`src/rtl/usb_buf_pkg.sv`:
```
// Shared definitions for the 64-byte USB data buffer and its sequencing
// controller: buffer geometry and the controller state encoding.
package usb_buf_pkg;

    localparam int BUF_DEPTH = 64;  // buffer capacity in bytes
    localparam int BUF_CNT_W = 7;   // byte count width, holds 0..BUF_DEPTH

    // Encoding is visible on buf_state, so the values are fixed.
    typedef enum logic [2:0] {
        ST_IDLE      = 3'd0,
        ST_HOST_FILL = 3'd1,
        ST_TX_SEND   = 3'd2,
        ST_RX_FILL   = 3'd3,
        ST_RX_HOLD   = 3'd4,
        ST_CLR       = 3'd5
    } buf_state_t;

endpackage

```
`src/rtl/buffer_sched.sv`:
```
// buffer_sched: decides which side (RX engine, TX engine, host) owns the
// shared USB data buffer and turns the owner's requests into single-cycle
// buffer strobes. A shadow byte count drives full/empty decisions.
// Optional feature: define BUF_SCHED_RX_TIMEOUT_EN to abort an RX packet
// whose bytes stop arriving for TIMEOUT_CYCLES cycles.
module buffer_sched
    import usb_buf_pkg::*;
#(
    parameter int DEPTH          = BUF_DEPTH,
    parameter int CNT_W          = BUF_CNT_W,
    parameter int TIMEOUT_CYCLES = 1024
) (
    input  logic             clk,
    input  logic             rst,
    input  logic             host_wr_req,
    input  logic             host_rd_req,
    input  logic             host_tx_go,
    input  logic             host_clear,
    input  logic             rx_start,
    input  logic             rx_byte_valid,
    input  logic             rx_done,
    input  logic             rx_abort,
    input  logic             tx_byte_req,
    input  logic             tx_done,
    input  logic             clear_done,
    output logic             store_TX_data,
    output logic             get_RX_data,
    output logic             store_RX_packet_data,
    output logic             get_TX_packet_data,
    output logic             clear,
    output logic             flush,
    output logic             host_wr_ack,
    output logic             host_rd_ack,
    output logic             tx_byte_ack,
    output logic             host_err,
    output logic             rx_overflow,
    output logic [2:0]       buf_state,
    output logic [CNT_W-1:0] buf_count
);

    buf_state_t       state_q, state_d;
    logic [CNT_W-1:0] count_q, count_d;
    // Remembers which strobe CLR must repeat: 1 = flush, 0 = clear.
    logic             flush_kind_q, flush_kind_d;

    logic can_store;
    logic can_get;
    logic host_any;
    logic timeout;

    assign can_store = (count_q < CNT_W'(DEPTH));
    assign can_get   = (count_q != '0);
    assign host_any  = host_wr_req | host_rd_req | host_tx_go | host_clear;

`ifdef BUF_SCHED_RX_TIMEOUT_EN
    localparam int IDLE_W = $clog2(TIMEOUT_CYCLES + 1);

    logic [IDLE_W-1:0] idle_q, idle_d;

    // A quiet RX_FILL cycle (no byte, no end of packet) that completes the
    // TIMEOUT_CYCLES-th idle cycle in a row aborts the packet.
    assign timeout = (state_q == ST_RX_FILL) && !rx_byte_valid && !rx_done &&
                     !rx_abort && (idle_q == IDLE_W'(TIMEOUT_CYCLES - 1));

    // Idle counter: counts only while staying in RX_FILL without a byte.
    always_comb begin
        idle_d = '0;
        if ((state_q == ST_RX_FILL) && (state_d == ST_RX_FILL) && !rx_byte_valid)
            idle_d = idle_q + IDLE_W'(1);
    end

    // Idle counter register.
    always_ff @(posedge clk) begin
        if (rst) idle_q <= '0;
        else     idle_q <= idle_d;
    end
`else
    assign timeout = 1'b0;
`endif

    // Ownership FSM: strobes, acks and refusals for the current cycle.
    always_comb begin
        // NOTE: every signal written here gets a default first, so no path
        // through the case can leave one unassigned and infer a latch.
        state_d              = state_q;
        flush_kind_d         = flush_kind_q;
        store_TX_data        = 1'b0;
        get_RX_data          = 1'b0;
        store_RX_packet_data = 1'b0;
        get_TX_packet_data   = 1'b0;
        clear                = 1'b0;
        flush                = 1'b0;
        host_wr_ack          = 1'b0;
        host_rd_ack          = 1'b0;
        tx_byte_ack          = 1'b0;
        host_err             = 1'b0;
        rx_overflow          = 1'b0;

        // Strobes are gated by reset so a mid-operation reset never
        // pulses the buffer.
        if (!rst) begin
            unique case (state_q)
                ST_IDLE: begin
                    host_err = host_rd_req | host_tx_go;
                    if (rx_start) begin
                        state_d = ST_RX_FILL;
                    end else if (host_clear) begin
                        clear        = 1'b1;
                        flush_kind_d = 1'b0;
                        state_d      = ST_CLR;
                    end else if (host_wr_req) begin
                        if (can_store) begin
                            store_TX_data = 1'b1;
                            host_wr_ack   = 1'b1;
                            state_d       = ST_HOST_FILL;
                        end else begin
                            host_err = 1'b1;
                        end
                    end
                end

                ST_HOST_FILL: begin
                    rx_overflow = rx_start;
                    host_err    = host_rd_req;
                    if (host_clear) begin
                        clear        = 1'b1;
                        flush_kind_d = 1'b0;
                        state_d      = ST_CLR;
                    end else if (host_tx_go) begin
                        state_d = ST_TX_SEND;
                    end else if (host_wr_req) begin
                        if (can_store) begin
                            store_TX_data = 1'b1;
                            host_wr_ack   = 1'b1;
                        end else begin
                            host_err = 1'b1;
                        end
                    end
                end

                ST_TX_SEND: begin
                    host_err    = host_any;
                    rx_overflow = rx_start;
                    if (tx_done) begin
                        flush        = 1'b1;
                        flush_kind_d = 1'b1;
                        state_d      = ST_CLR;
                    end else if (tx_byte_req && can_get) begin
                        get_TX_packet_data = 1'b1;
                        tx_byte_ack        = 1'b1;
                    end
                end

                ST_RX_FILL: begin
                    host_err = host_any;
                    if (rx_abort) begin
                        flush        = 1'b1;
                        flush_kind_d = 1'b1;
                        state_d      = ST_CLR;
                    end else begin
                        if (rx_byte_valid) begin
                            if (can_store) store_RX_packet_data = 1'b1;
                            else           rx_overflow          = 1'b1;
                        end
                        // A byte arriving with rx_done counts toward the hold.
                        if (rx_done) begin
                            state_d = (can_get || store_RX_packet_data) ? ST_RX_HOLD : ST_IDLE;
                        end else if (timeout) begin
                            flush        = 1'b1;
                            flush_kind_d = 1'b1;
                            rx_overflow  = 1'b1;
                            state_d      = ST_CLR;
                        end
                    end
                end

                ST_RX_HOLD: begin
                    rx_overflow = rx_start;
                    host_err    = host_wr_req | host_tx_go;
                    if (host_clear) begin
                        clear        = 1'b1;
                        flush_kind_d = 1'b0;
                        state_d      = ST_CLR;
                    end else if (host_rd_req) begin
                        if (can_get) begin
                            get_RX_data = 1'b1;
                            host_rd_ack = 1'b1;
                            if (count_q == CNT_W'(1)) state_d = ST_IDLE;
                        end else begin
                            host_err = 1'b1;
                        end
                    end
                end

                ST_CLR: begin
                    host_err    = host_any;
                    rx_overflow = rx_start;
                    if (clear_done) begin
                        state_d = ST_IDLE;
                    end else if (flush_kind_q) begin
                        flush = 1'b1;
                    end else begin
                        clear = 1'b1;
                    end
                end

                default: state_d = ST_IDLE;
            endcase
        end
    end

    // Shadow byte count: clear/flush wins, otherwise one store or one get.
    always_comb begin
        count_d = count_q;
        if (clear || flush)
            count_d = '0;
        else if (store_TX_data || store_RX_packet_data)
            count_d = count_q + CNT_W'(1);
        else if (get_RX_data || get_TX_packet_data)
            count_d = count_q - CNT_W'(1);
    end

    // State, count and pending-strobe kind registers.
    always_ff @(posedge clk) begin
        // NOTE: sequential state uses non-blocking assignments so every
        // register samples pre-edge values regardless of statement order.
        if (rst) begin
            state_q      <= ST_IDLE;
            count_q      <= '0;
            flush_kind_q <= 1'b0;
        end else begin
            state_q      <= state_d;
            count_q      <= count_d;
            flush_kind_q <= flush_kind_d;
        end
    end

    assign buf_state = state_q;
    assign buf_count = count_q;

endmodule
```
`config.mk`:
```
export PLATFORM = sky130hd
export DESIGN_NAME = buffer_sched
export DESIGN_NICKNAME = d
export VERILOG_FILES = /design/src/rtl/usb_buf_pkg.sv /design/src/rtl/buffer_sched.sv
export SDC_FILE = /design/constraint.sdc
export NUM_CORES = 1
export LEC_CHECK = 0
export ABC_AREA = 1
export BUFFER_PORTS_ARGS = -buffer_cell sky130_fd_sc_hd__buf_4
export CAP_MARGIN = 20
export CORE_ASPECT_RATIO = 0.5
export CORE_MARGIN = 2
export CORE_UTILIZATION = 46
export CTS_CLUSTER_DIAMETER = 60
export DETAILED_ROUTE_END_ITERATION = 16
export PLACE_DENSITY = 0.77
export SYNTH_ARGS = -nofsm -noshare
export SYNTH_HDL_FRONTEND = slang
export SYNTH_SLANG_ARGS = --single-unit
```
`constraint.sdc`:
```
create_clock -name clk -period 2.35 [get_ports clk]
set_input_delay 0.235 -clock clk [delete_from_list [all_inputs] [get_ports clk]]
set_output_delay 0.235 -clock clk [all_outputs]
set_load 0.05 [all_outputs]
```
==> flow_summary_export.csv <==
group,metric,value,unit
run_status,status,"finished, final reports clean",
yosys,postSynthAreaPerCell,6.00,um2
sta,slew_headroom,69.8,%
sta,finalCritPeriodShare,90.7,%
yosys,syn-instance-count,223,
clocking,post_cts_buffers,0,
grt,grt_pass1_wl,5440,um
critical_path,path_max_fanout,6,
critical_path,cp.required,2.12,ns
yosys,yosysUniqueCellTypes,36,
yosys,syn_nets,239,
yosys,yosysMostFrequentCell,"nand2_1",
sta,setup_ws,0.219,ns
sta,maxSlewViolCount,0,
grt,antenna_found_initial,0,
detailed_routing,route.met2.wl,1490,um
hold_path,hold_path_startpoint,"rst",
clocking,cts_buffer_depth,2,
clocking,holdBufCountCts,0,
detailed_routing,wl,3230,um
floorplanning,start_util,49.9,%
yosys,seq_area_frac_synth,16.4,%
floorplanning,die_h,42.1,um
clocking,cts_tree,"yes",
clocking,clock_sinks,11,
yosys,ys_async_sr_fraction,0,%
clocking,root_buffer,"clkbuf_8",
detailed_routing,wire_per_inst,11.3,um
clocking,clk_latency,0.24,ns
pwr,power_density,1000,mW/mm2
floorplanning,rows,13,
yosys,syn_area,0.00134,mm2
sta,tightest_slew,0.453,ns
layout,drive_gt1_share,27.6,%
yosys,synthTopCellsByArea,"nand2_1 18%, dfxtp_1 16%, nor2_1 7.6%, inv_1 7.0%, nand3_1 6.4%",
detailed_routing,route.met3.wl,247,um
placed_design,place_ws,0.488,ns
yosys,synth_edf_count,0,
detailed_routing,firstDrtPassIters,6,
placed_design,portBuffers,33,
pwr,ir_worst_vdd,0.670,mV
hold_path,worst_hold_path_type,"in2reg",
sta,setup_violations,0,
layout,fin_nets,267,
sta,tns,0,ns
flow_run,drv_cap,0,
placed_design,place_inst,283,
yosys,yosysWarningCount,0,
detailed_routing,ant_nets,0,
critical_path,start_kind,"register",
clocking,clkTransAtPathRegs,0.06,ns
grt,grt-ovfl-total,0,
critical_path,r2r_start,"buf_count[0]",
sta,hold_viol_final,0,
layout,diodes,0,
floorplanning,dieArea,0.00338,mm2
yosys,synthTopCellsByCount,"63 x nand2_1, 27 x nor2_1, 25 x inv_1",
floorplanning,pin_count,34,
grt,grt_max_degree,12,
grt,grt_pass1_vias,1243,
sta,grt_setup_unrepaired,"no",
yosys,synth_top_cell_area_share,17.7,%
critical_path,worstSetupStartpoint,"buf_count[0]",
placed_design,place.gp.congestion,0.940,
grt,grtUsageTotal,20.3,%
critical_path,crit_type,"reg2out",
detailed_routing,vias_per_cell,5.08,
detailed_routing,drt_iter0_drc,107,
yosys,synth_flop_cell,"dfxtp_1",
floorplanning,die_x,80.3,um
clocking,cts_buffers,3,
sta,fin_crit,2.13,ns
layout,area_growth,19.5,%
layout,fin_cells,287,
sta,max_freq,469,MHz
yosys,ys_seq_elements,11,
placed_design,post-dp-hpwl,2550,um
sta,skew,0.00172,ns
floorplanning,core-area,0.00268,mm2
clocking,htreeDepth,1,
detailed_routing,wl_met1,1480,um
clocking,ctsResizeCount,0,
critical_path,crit_path_end_kind,"primary output",
yosys,yosys.area.top_type,"nand2_1",
pwr,p_leak,0.000878,uW
detailed_routing,num_vias,1458,
critical_path,worstPathArrival,1.90,ns
detailed_routing,drc_errors,0,
detailed_routing,routed.top_layer,"met4",
-- per-stage QoR --
| stage | power (uW) | hold slack (ns) | cell area (um2) | util [%] |
|---|---|---|---|---|
| after detailed placement | 1400 | 0.499 | 1560 | 57.9 |
| after CTS | 1600 | 0.249 | 1600 | 59.6 |
| after global routing | 1740 | 0.246 | 1600 | 59.6 |
| final | 1600 | 0.248 | 1600 | 59.6 |
| after floorplan | 1190 | 0.457 | 1340 | - |
| after global placement | 1390 | 0.489 | 1560 | 57.9 |
-- final cells by class --
class,count,area (um2)
sequential,11,221
clock buffer,4,45.0
inverter,32,120
fill,286,1080
tap,37,46.3
timing repair buffer,33,248
multi-input combinational,170,920
-- report_power, final --
part	total (uW)	internal, uW	switching, uW
Sequential	336	231	105
Clock	200	120	80.0
Combinational	1070	351	717
Total	1600	702	901
-- cell families (layout without fill, tap and decap cells) --
family | after synthesis | after routing | synth area share (%)
fa+ha+maj | 3 | 3 | 2.80
simple gates | 138 | 138 | 52.0
flops | 11 | 11 | 16.4
xor+xnor | 5 | 5 | 3.27
buf+inv | 42 | 69 | 15.0
compound gates | 23 | 23 | 9.72
mux | 1 | 1 | 0.748
-- final timing paths --
kind	to	cells after the start	slack, ns
worst max-delay path	host_err	11	0.22
worst min-delay path	buf_state[0]	2	0.25
worst min register to register	buf_count[0]	2	0.50
worst max register to register	buf_count[1]	11	0.54
-- flip-flops by register name (all words and copies together) (netlist names) --
register	flops
buf_count	7
buf_state	3
flush_kind_q	1
-- cells in the final DEF (no fill, tap or decap), drive strengths merged --
cell type	n
o21bai	1
o31ai	1
nor3	2
ha	3
xor2	4
dfxtp	11
nand3	21
nand4	4
a211oi	1
xnor2	1
or2	3
o211ai	1
clkinv	1
a21oi	13
o22ai	1
nand2	71
o21ai	5
nand3b	2
mux2i	1
nor2	35
inv	31
buf	33
clkbuf	4
-- layer usage --
metal | GRT usage (%) | vias up
li1 | - | 756
met1 | 27.2 | 641
met2 | 32.7 | 59
met3 | 4.74 | 2
met4 | 5.42 | 0
met5 | 0 | -
-- worst max-delay path, cell delays in order, from the launching register on --
cell and delay [ns]:
dfxtp_2 0.34, inv_1 0.12, ha_1 0.24, nand2_1 0.09, nor2_1 0.12, nand2_1 0.14
o21ai_0 0.17, nand2_1 0.07, nand2_1 0.06, nor2_1 0.05, nor2_2 0.07, buf_4 0.19
(Power assumes the default switching activity.)
